===== src/rtl/fetch_aligner.sv =====
// Fetch sequencer and halfword aligner between instruction memory and the decompressor:
// keeps up to DEPTH words in flight or buffered and emits one 16/32-bit instruction per cycle.
module fetch_aligner #(
    parameter logic [31:0] RESET_PC = 32'h0000_0000,
    parameter int unsigned DEPTH    = 2
) (
    input  logic        clk,
    input  logic        rst_n,
    input  logic        flush,
    input  logic [31:0] flush_pc,
    output logic        mem_req,
    output logic [31:0] mem_addr,
    input  logic        mem_gnt,
    input  logic        mem_rvalid,
    input  logic [31:0] mem_rdata,
    output logic        out_valid,
    input  logic        out_ready,
    output logic [31:0] out_instr,
    output logic [31:0] out_pc,
    output logic        out_compressed
);
    // Handshakes: a fetch is accepted on a cycle with mem_req && mem_gnt and answered in
    // order by mem_rvalid; an instruction moves on a cycle with out_valid && out_ready, and
    // out_* stay stable while out_valid && !out_ready.

    localparam int unsigned   PW       = (DEPTH > 1) ? $clog2(DEPTH) : 1;
    localparam int unsigned   CW       = $clog2(DEPTH + 1);
    localparam logic [PW-1:0] LAST_PTR = PW'(DEPTH - 1);
    localparam logic [CW:0]   DEPTH_W  = (CW+1)'(DEPTH);

    logic [31:0]   q_mem [DEPTH];
    logic [PW-1:0] rd_ptr, wr_ptr, n_ptr;
    logic [CW-1:0] q_count, outstanding, discard, outstanding_nxt;
    logic [31:0]   fetch_addr, issue_pc;
    logic          started;

    logic          grant, push, pop, offset, is32, can_extract, load_en, do_extract;
    logic [CW:0]   avail;
    logic [31:0]   h_word, ext_instr, pc_step;
    logic [15:0]   n_half;

    function automatic logic [PW-1:0] ptr_inc(input logic [PW-1:0] p);
        return (p == LAST_PTR) ? '0 : p + PW'(1);
    endfunction

    assign mem_req  = started && !flush &&
                      (({1'b0, outstanding} + {1'b0, q_count}) < DEPTH_W);
    assign mem_addr = fetch_addr;

    // A word arriving this cycle is visible to extraction as if it were already queued.
    always_comb begin
        grant       = mem_req && mem_gnt;
        push        = mem_rvalid && (discard == '0) && !flush;
        avail       = {1'b0, q_count} + {{CW{1'b0}}, push};
        n_ptr       = ptr_inc(rd_ptr);
        h_word      = (q_count != '0) ? q_mem[rd_ptr] : mem_rdata;
        n_half      = (q_count > CW'(1)) ? q_mem[n_ptr][15:0] : mem_rdata[15:0];
        offset      = issue_pc[1];
        is32        = offset ? (h_word[17:16] == 2'b11) : (h_word[1:0] == 2'b11);
        can_extract = (offset && is32) ? (avail >= (CW+1)'(2)) : (avail != '0);
        load_en     = !out_valid || out_ready;
        do_extract  = can_extract && load_en && !flush;
        pop         = do_extract && (offset || is32);
        pc_step     = is32 ? 32'd4 : 32'd2;
        case ({offset, is32})
            2'b00:   ext_instr = {16'h0, h_word[15:0]};
            2'b01:   ext_instr = h_word;
            2'b10:   ext_instr = {16'h0, h_word[31:16]};
            default: ext_instr = {n_half, h_word[31:16]};
        endcase
        outstanding_nxt = outstanding + CW'(grant) - CW'(mem_rvalid);
    end

    always_ff @(posedge clk) begin
        if (push) q_mem[wr_ptr] <= mem_rdata;
    end

    always_ff @(posedge clk or negedge rst_n) begin
        if (!rst_n) begin
            started        <= 1'b0;
            rd_ptr         <= '0;
            wr_ptr         <= '0;
            q_count        <= '0;
            outstanding    <= '0;
            discard        <= '0;
            fetch_addr     <= RESET_PC & 32'hFFFF_FFFC;
            issue_pc       <= RESET_PC & 32'hFFFF_FFFE;
            out_valid      <= 1'b0;
            out_instr      <= '0;
            out_pc         <= '0;
            out_compressed <= 1'b0;
        end else begin
            started     <= 1'b1;
            outstanding <= outstanding_nxt;
            if (flush) begin
                // Every response still owed after this cycle belongs to the old stream.
                rd_ptr     <= '0;
                wr_ptr     <= '0;
                q_count    <= '0;
                discard    <= outstanding_nxt;
                issue_pc   <= flush_pc & 32'hFFFF_FFFE;
                fetch_addr <= flush_pc & 32'hFFFF_FFFC;
                out_valid  <= 1'b0;
            end else begin
                if (mem_rvalid && (discard != '0)) discard <= discard - CW'(1);
                if (push) wr_ptr <= ptr_inc(wr_ptr);
                if (pop) rd_ptr <= ptr_inc(rd_ptr);
                q_count <= q_count + CW'(push) - CW'(pop);
                if (grant) fetch_addr <= fetch_addr + 32'd4;
                if (do_extract) issue_pc <= issue_pc + pc_step;
                if (load_en) begin
                    out_valid <= do_extract;
                    if (do_extract) begin
                        out_instr      <= ext_instr;
                        out_pc         <= issue_pc;
                        out_compressed <= !is32;
                    end
                end
            end
        end
    end

    rvalid_has_outstanding: assert property (
        @(posedge clk) disable iff (!rst_n) !(mem_rvalid && (outstanding == '0)));

endmodule

===== config.mk =====
export PLATFORM = sky130hd
export DESIGN_NAME = fetch_aligner
export DESIGN_NICKNAME = d
export VERILOG_FILES = /design/src/rtl/fetch_aligner.sv
export SDC_FILE = /design/constraint.sdc
export NUM_CORES = 1
export LEC_CHECK = 0
export CELL_PAD_IN_SITES_DETAIL_PLACEMENT = 0
export CELL_PAD_IN_SITES_GLOBAL_PLACEMENT = 2
export CORE_ASPECT_RATIO = 0.6
export CORE_UTILIZATION = 36
export CTS_CLUSTER_DIAMETER = 30
export CTS_CLUSTER_SIZE = 40
export DETAILED_ROUTE_END_ITERATION = 10
export PLACE_DENSITY_LB_ADDON = 0.1
export SYNTH_ARGS = -nofsm -noshare
export SYNTH_HDL_FRONTEND = slang
export SYNTH_SLANG_ARGS = --single-unit

===== constraint.sdc =====
create_clock -name clk -period 11.42 [get_ports clk]
set_clock_uncertainty 0.2 [all_clocks]
set_input_delay 3.426 -clock clk [delete_from_list [all_inputs] [get_ports clk]]
set_output_delay 3.426 -clock clk [all_outputs]
set_load 0.03 [all_outputs]

==> key figures, run 1 <==
Outcome
  • Run status: completed

Drt
  • Number of vias per cell: 5.15
  • Final routed wirelength across all metal layers: 27,700 um
  • Routed len/inst: 18.7 um
  • Total iterations of the first detailed-routing run: 5
  • Total DRC errors in the routed layout: 0
  • DRT iter0 DRCs: 607
  • Post-detailed-route count of antenna-violating nets: 0
  • Vias after detailed routing: 7,641

Synthesis
  • Adder-cell share of the synthesized area: 2.35%
  • Synthesized area divided by synthesized cell count: 9.98 sq um
  • Compound-Gate Fraction of Synth Area: 13.0%
  • Synth warnings: 0
  • Simple-gate share of the synthesized area: 17.3%
  • Count of flip-flops with a built-in enable after synthesis: 64
  • Number of distinct library cells after synthesis: 53
  • Gate Count Post-Synth: 972
  • Top FF cell, synth: dfrtp_1
  • Syn Std Cell Area: 0.00970 sq mm
  • Number of flip-flops and latches in the synthesized netlist: 199
  • Post-synthesis sequential area ratio: 54.6%
  • Largest family of logic cells by synthesized area: simple AND/OR/NAND/NOR gates
  • Synth Area in XOR/XNOR: 3.07%
  • Synth async-reset ratio: 67.8%
  • Mux contribution to synthesized area: 6.06%

Power
  • Switch share: 42.7%
  • Part of the total power dissipated in sequential elements: 33.0%
  • Switching power summed over all nets: 0.00134 W
  • Static power due to leakage: 4.75 nW
  • Power density over the cells: 255 mW/mm^2
  • Relative contribution of combinational cells to total power: 46.7%
  • VDD IR-drop max: 0.000150 V
  • Clock group share of total power: 20.3%
  • Cell Int Power: 0.00180 W

Finish
  • Fill cells: 2,531
  • # diodes: 0
  • Signed area change from the synthesized netlist to the final layout: 27.1%
  • Layout cells sized above 1: 6.13%
  • Post-layout net count: 1,199
  • Multi-input gate area in the final layout: 0.00410 sq mm
  • Post-route insts no fill: 1,485
  • Register cell area after layout: 0.00530 sq mm

Clocking
  • Post-cts resize count: 0
  • TritonCTS clock tree: done
  • Source-to-sink clock delay at the later pin of the worst-skew pair: 0.46 ns
  • Count of hold buffers inserted by post-cts repair: 0
  • Clock Path Buffers: 2
  • Number of levels the H-tree was split into: 4
  • Post CTS Setup Buffer Count: 0
  • Clock Tree Root: clkbuf_16
  • CTS clk-pin slew, worst paths: 0.07 ns
  • Sinks on Clock Net: 199
  • Num CTS Buffers: 17

Die
  • Count of standard-cell rows: 46
  • Placeable Area: 0.0264 sq mm
  • Die X: 214 um
  • Number of I/O pins: 169
  • Die height: 129 um
  • Die outline area: 0.0276 sq mm
  • Initial Util: 36.7%

Min path
  • Instance count along the most critical hold path: 2
  • Classification of the worst-slack hold path: reg2reg

Global routing
  • Remaining global-route overflow: 0
  • Via count of the first global-routing pass: 7,303
  • Largest net degree at the start of global routing: 85
  • Total Routing Usage GR: 20.9%
  • Global-route wire length before repair: 43,700 um
  • Initial antenna violation count: 0

Placement
  • Total half-perimeter wirelength after legalization and detailed placement: 19,000 um
  • RD Place Congestion: 0.790
  • Number of I/O port buffers: 164
  • Total instance count after detailed placement: 1,453

Job
  • Max-cap violation count: 0

Critical path
  • Critical path fanouts, max: 5
  • Type of element capturing the critical path: primary output
  • Startpoint types: input pin
  • Required arrival time at the worst endpoint: 7.79 ns
  • Path type of the worst setup path: in2out
  • Logic depth of the worst register-to-register path: 12
  • Worst EP arrival: 4.82 ns

STA
  • Final Hold Violating Endpoints: 0
  • Post-Route Setup TNS: 0 ns
  • Relative max-transition margin: 26.3%
  • Final period utilization: 73.9%
  • Count of pins over their slew limit: 0
  • Tightest Pin Transition: 1.10 ns
  • Count of final setup violators: 0
  • Timing-limited maximum frequency: 118 MHz
  • Setup repair after global routing missed its margin: no
  • Final worst path period need: 8.44 ns
-- kinds of logic (layout without fill, tap and decap cells) --
| group | after synthesis | count (layout) |
|---|---|---|
| simple gates | 377 | 377 |
| compound gates | 199 | 199 |
| flops | 199 | 199 |
| buf+inv | 86 | 237 |
| mux | 58 | 58 |
| xor+xnor | 34 | 34 |
| fa+ha+maj | 17 | 17 |
| other cells | 2 | 4 |
-- cells in the mapped netlist, types with 5 or more instances --
cell type | number | area, sq um
nor2_1 | 100 | 375
clkbuf_1 | 43 | 161
o21ai_0 | 59 | 295
nor4_1 | 15 | 93.8
nand4_1 | 12 | 75.1
o311ai_0 | 15 | 131
a31oi_1 | 5 | 31.3
a21oi_1 | 56 | 280
o211ai_1 | 16 | 120
and3_1 | 6 | 37.5
dfrtp_1 | 135 | 3380
mux2_2 | 6 | 67.6
mux2i_1 | 52 | 521
buf_1 | 10 | 37.5
xor2_1 | 6 | 52.6
nand2_1 | 167 | 627
ha_1 | 15 | 188
xnor2_1 | 28 | 245
nor3_1 | 15 | 75.1
a221oi_1 | 16 | 140
buf_2 | 5 | 25.0
a211oi_1 | 14 | 105
inv_1 | 25 | 93.8
or3_1 | 8 | 50.1
edfxtp_1 | 64 | 1920
nand3_1 | 27 | 135
-- per-layer routing --
| metal | up-vias | global-route usage [%] | part of all wire [%] |
|---|---|---|---|
| li1 | 3743 | - | - |
| met1 | 3706 | 32.9 | 54 |
| met2 | 173 | 28.5 | 41 |
| met3 | 19 | 3.52 | 4.5 |
| met4 | 0 | 6.86 | 1.3 |
| met5 | - | 0 | 0 |
-- state kept, by name, summed over array words and instances (netlist names), 2 cells and up --
signal	count
out_pc	31
out_instr	32
outstanding	2
q_count	2
discard	2
mem_addr	30
issue_pc	31
q_mem	64
-- worst paths after layout --
check | from | end | slack (ns)
worst max-delay path | flush | mem_req | 2.98
worst min-delay path | out_pc[18] | out_pc[18] | 0.27
worst max register to register | q_count[1] | issue_pc[28] | 6.42
worst min register to register | out_pc[18] | out_pc[18] | 0.27
max in group asynchronous | rst_n | issue_pc[28] | 6.88
min in group asynchronous | rst_n | mem_addr[21] | 2.81
-- power by group through the flow --
stage	Sequential, W	Combinational [W]	Clock, W
2_1_floorplan	0.00126	0.000694	0
3_3_place_gp	0.00105	0.00147	0
3_5_place_dp	0.00105	0.00148	0
4_1_cts	0.00104	0.00149	0.000659
5_1_grt	0.00106	0.00163	0.000688
6_report	0.00104	0.00147	0.000639
-- layout make-up --
| cell class | count | share of cell area (%) |
|---|---|---|
| clock buffer | 24 | 4.51 |
| clock inverter | 8 | 0.629 |
| inverter | 25 | 0.761 |
| multi-input combinational | 689 | 33.2 |
| sequential | 199 | 43.0 |
| tap | 360 | 3.65 |
| timing repair buffer | 180 | 14.3 |
-- cells in the final DEF, fill, tap and decap left out, types with 16 or more instances in the layout --
master,synthesis,routed
clkbuf_16,0,21
dfrtp_1,135,134
nand3_1,27,27
mux2i_1,52,52
edfxtp_1,64,64
o21ai_0,59,59
buf_4,3,16
nand2_1,167,166
clkdlybuf4s50_1,0,162
xnor2_1,28,28
a21oi_1,56,56
a221oi_1,16,16
nor2_1,100,98
o211ai_1,16,16
inv_1,25,25
-- critical path, stage by stage --
cell	delay [ns]
buf_2	0.15
nor4b_2	0.47
clkdlybuf4s50_1	0.77
-- per-stage QoR --
stage                     utilization (%)  hold WS, ns  cell area, sq um  setup slack, ns  power, W
final                                46.7        0.274             12300             2.98   0.00315
after global routing                 46.7        0.298             12300             2.86   0.00338
after floorplan                         -        0.262              9710             3.40   0.00195
after detailed placement             44.3        0.264             11700             2.98   0.00253
after CTS                            46.7        0.282             12300             2.98   0.00319
after global placement               44.3        0.258             11700             2.97   0.00252
Power figures use the tool's default switching activity.
==> inputs of run 2 (changes only) <==
--- a/config.mk
+++ b/config.mk
@@ -8,7 +8,7 @@
 export CELL_PAD_IN_SITES_DETAIL_PLACEMENT = 0
 export CELL_PAD_IN_SITES_GLOBAL_PLACEMENT = 2
 export CORE_ASPECT_RATIO = 0.6
-export CORE_UTILIZATION = 36
+export CORE_UTILIZATION = 33
 export CTS_CLUSTER_DIAMETER = 30
 export CTS_CLUSTER_SIZE = 40
 export DETAILED_ROUTE_END_ITERATION = 10
==> constraint.sdc (replaced) <==
create_clock -name clk -period 8.7 [get_ports clk]
set_clock_uncertainty 0.2 [all_clocks]
set_input_delay 2.61 -clock clk [delete_from_list [all_inputs] [get_ports clk]]
set_output_delay 2.61 -clock clk [all_outputs]
set_load 0.03 [all_outputs]
==> key figures, run 2 (synthesis gave the netlist of run 1 again) <==
Outcome
  • Run status: completed

Clocking
  • Post-cts resize count: 0
  • CTS clk-pin slew, worst paths: 0.07 ns
  • Sinks on Clock Net: 199
  • Post CTS Setup Buffer Count: 0
  • TritonCTS clock tree: done
  • Clock Tree Root: clkbuf_16
  • Number of levels the H-tree was split into: 4
  • Num CTS Buffers: 17
  • Source-to-sink clock delay at the later pin of the worst-skew pair: 0.45 ns
  • Count of hold buffers inserted by post-cts repair: 0
  • Clock Path Buffers: 2

Drt
  • Post-detailed-route count of antenna-violating nets: 0
  • Vias after detailed routing: 7,610
  • Number of vias per cell: 5.06
  • DRT iter0 DRCs: 565
  • Total DRC errors in the routed layout: 0
  • Routed len/inst: 19.2 um
  • Final routed wirelength across all metal layers: 28,900 um
  • Total iterations of the first detailed-routing run: 5

STA
  • Post-Route Setup TNS: 0 ns
  • Final Hold Violating Endpoints: 0
  • Setup repair after global routing missed its margin: no
  • Count of final setup violators: 0
  • Timing-limited maximum frequency: 146 MHz
  • Tightest Pin Transition: 1.14 ns
  • Count of pins over their slew limit: 0
  • Relative max-transition margin: 23.6%
  • Final worst path period need: 6.87 ns
  • Final period utilization: 79.0%

Die
  • Count of standard-cell rows: 48
  • Initial Util: 33.7%
  • Die X: 223 um
  • Placeable Area: 0.0288 sq mm
  • Die outline area: 0.0301 sq mm
  • Die height: 135 um
  • Number of I/O pins: 169

Finish
  • Fill cells: 2,867
  • Commonest cells after routing, fill and taps aside: 166 x nand2_1, 162 x clkdlybuf4s50_1, 134 x dfrtp_1
  • Post-route cell area: 0.0123 sq mm
  • Leading registers by flop count: q_mem x64, out_instr x32
  • Multi-input gate area in the final layout: 0.00410 sq mm
  • Most frequent standard cell in the layout excluding fill and tap cells: nand2_1
  • # diodes: 0
  • Post-layout net count: 1,203
  • Signed area change from the synthesized netlist to the final layout: 26.8%
  • Largest reg by FF count: q_mem
  • Register cell area after layout: 0.00530 sq mm
  • Layout cells sized above 1: 6.55%
  • Number of flip-flops under the largest register name: 64

Critical path
  • Cell type of the slowest stage on the worst timing path: clkdlybuf4s50_1
  • Path type of the worst setup path: in2out
  • Reg-to-Reg End: issue_pc[31]
  • Logic depth of the worst register-to-register path: 16
  • Required arrival time at the worst endpoint: 5.89 ns
  • Critical Path Source: flush
  • Number of buffers and inverters on the critical path: 2
  • Critical path fanouts, max: 7
  • Internal reg-to-reg setup slack: 3.99 ns
  • Largest incremental delay on the critical path: 0.77 ns
  • Type of element capturing the critical path: primary output
  • Beginning of the worst register-to-register path: q_count[1]
  • Worst EP arrival: 4.06 ns
  • Largest delay share family, worst path: buffers and inverters
  • Cell-by-cell trace of the critical path: buf_2 > nor4b_2 > clkdlybuf4s50_1
  • Startpoint types: input pin

Global routing
  • Total Routing Usage GR: 19.6%
  • Via count of the first global-routing pass: 7,145
  • Initial antenna violation count: 0
  • Global-route wire length before repair: 44,400 um
  • Largest net degree at the start of global routing: 78
  • Remaining global-route overflow: 0

Placement
  • Post-placement cell area: 0.0117 sq mm
  • RD Place Congestion: 0.769
  • Total half-perimeter wirelength after legalization and detailed placement: 20,000 um
  • Number of I/O port buffers: 164

Power
  • Total chip power: 0.00410 W
  • Power density over the cells: 333 mW/mm^2
  • Static power due to leakage: 4.73 nW
  • VDD IR-drop max: 0.000141 V

Min path
  • Worst hold path endpoint: out_pc[18]
  • Hold path startpoint: out_pc[18]
  • Classification of the worst-slack hold path: reg2reg
  • Instance count along the most critical hold path: 2

Job
  • Max-cap violation count: 0
## run 2: cell types whose count changed in the layout (fill, tap and decap cells not counted), sizes merged
cell / previous run / this run
clkinv: 3 / 9
clkbuf: 24 / 17
buf: 18 / 22
inv: 26 / 29
clkinvlp: 3 / 1
## run 2: worst register-to-register path: stages, from the launching register on
cell and delay [ns]:
dfrtp_1 0.39, buf_4 0.42, or2_2 0.19, buf_4 0.52
a21oi_1 0.29, nand3_1 0.16, o31ai_1 0.10, buf_4 0.18
inv_1 0.12, ha_1 0.24, inv_1 0.08, fa_1 0.42
inv_1 0.16, o311ai_2 0.16, or4_4 0.45, o31a_1 0.24
o31a_1 0.27
## run 2: report_power, final
group          total [W]  switching [W]  internal (W)
clock           0.000780       0.000383      0.000396
combinational    0.00196        0.00126      0.000705
sequential       0.00136       0.000165       0.00120
## run 2: metrics by stage
stage / worst slack (ns) / hold WS (ns) / std cells / util (%)
global placement: 1.82 / 0.262 / 1472 / 40.8
finish: 1.83 / 0.278 / 1504 / 42.7
detailed placement: 1.81 / 0.266 / 1472 / 40.8
global route: 1.76 / 0.303 / 1504 / 42.7
CTS: 1.81 / 0.285 / 1504 / 42.7
floorplan: 2.31 / 0.262 / 974 / -
## run 2: how the worst max path moves through the flow
stage,to,slack (ns),depth (start not counted)
after floorplan,mem_req,2.31,2
after global placement,mem_req,1.82,3
after detailed placement,mem_req,1.81,3
after CTS,mem_req,1.81,3
after global routing,mem_req,1.76,3
final,mem_req,1.83,3
## run 2: per-layer routing
metal  wire length, um  track usage (%)
met1             15800             31.6
met2             11700             26.3
met3              1180             4.20
met4               210             3.92
met5                 0                0
## run 2: area by class of cell
class | instances | area share, %
timing repair buffer | 184 | 14.5
clock buffer | 17 | 3.46
sequential | 199 | 43.1
clock inverter | 15 | 1.04
tap | 375 | 3.81
inverter | 25 | 0.763
multi-input combinational | 689 | 33.3
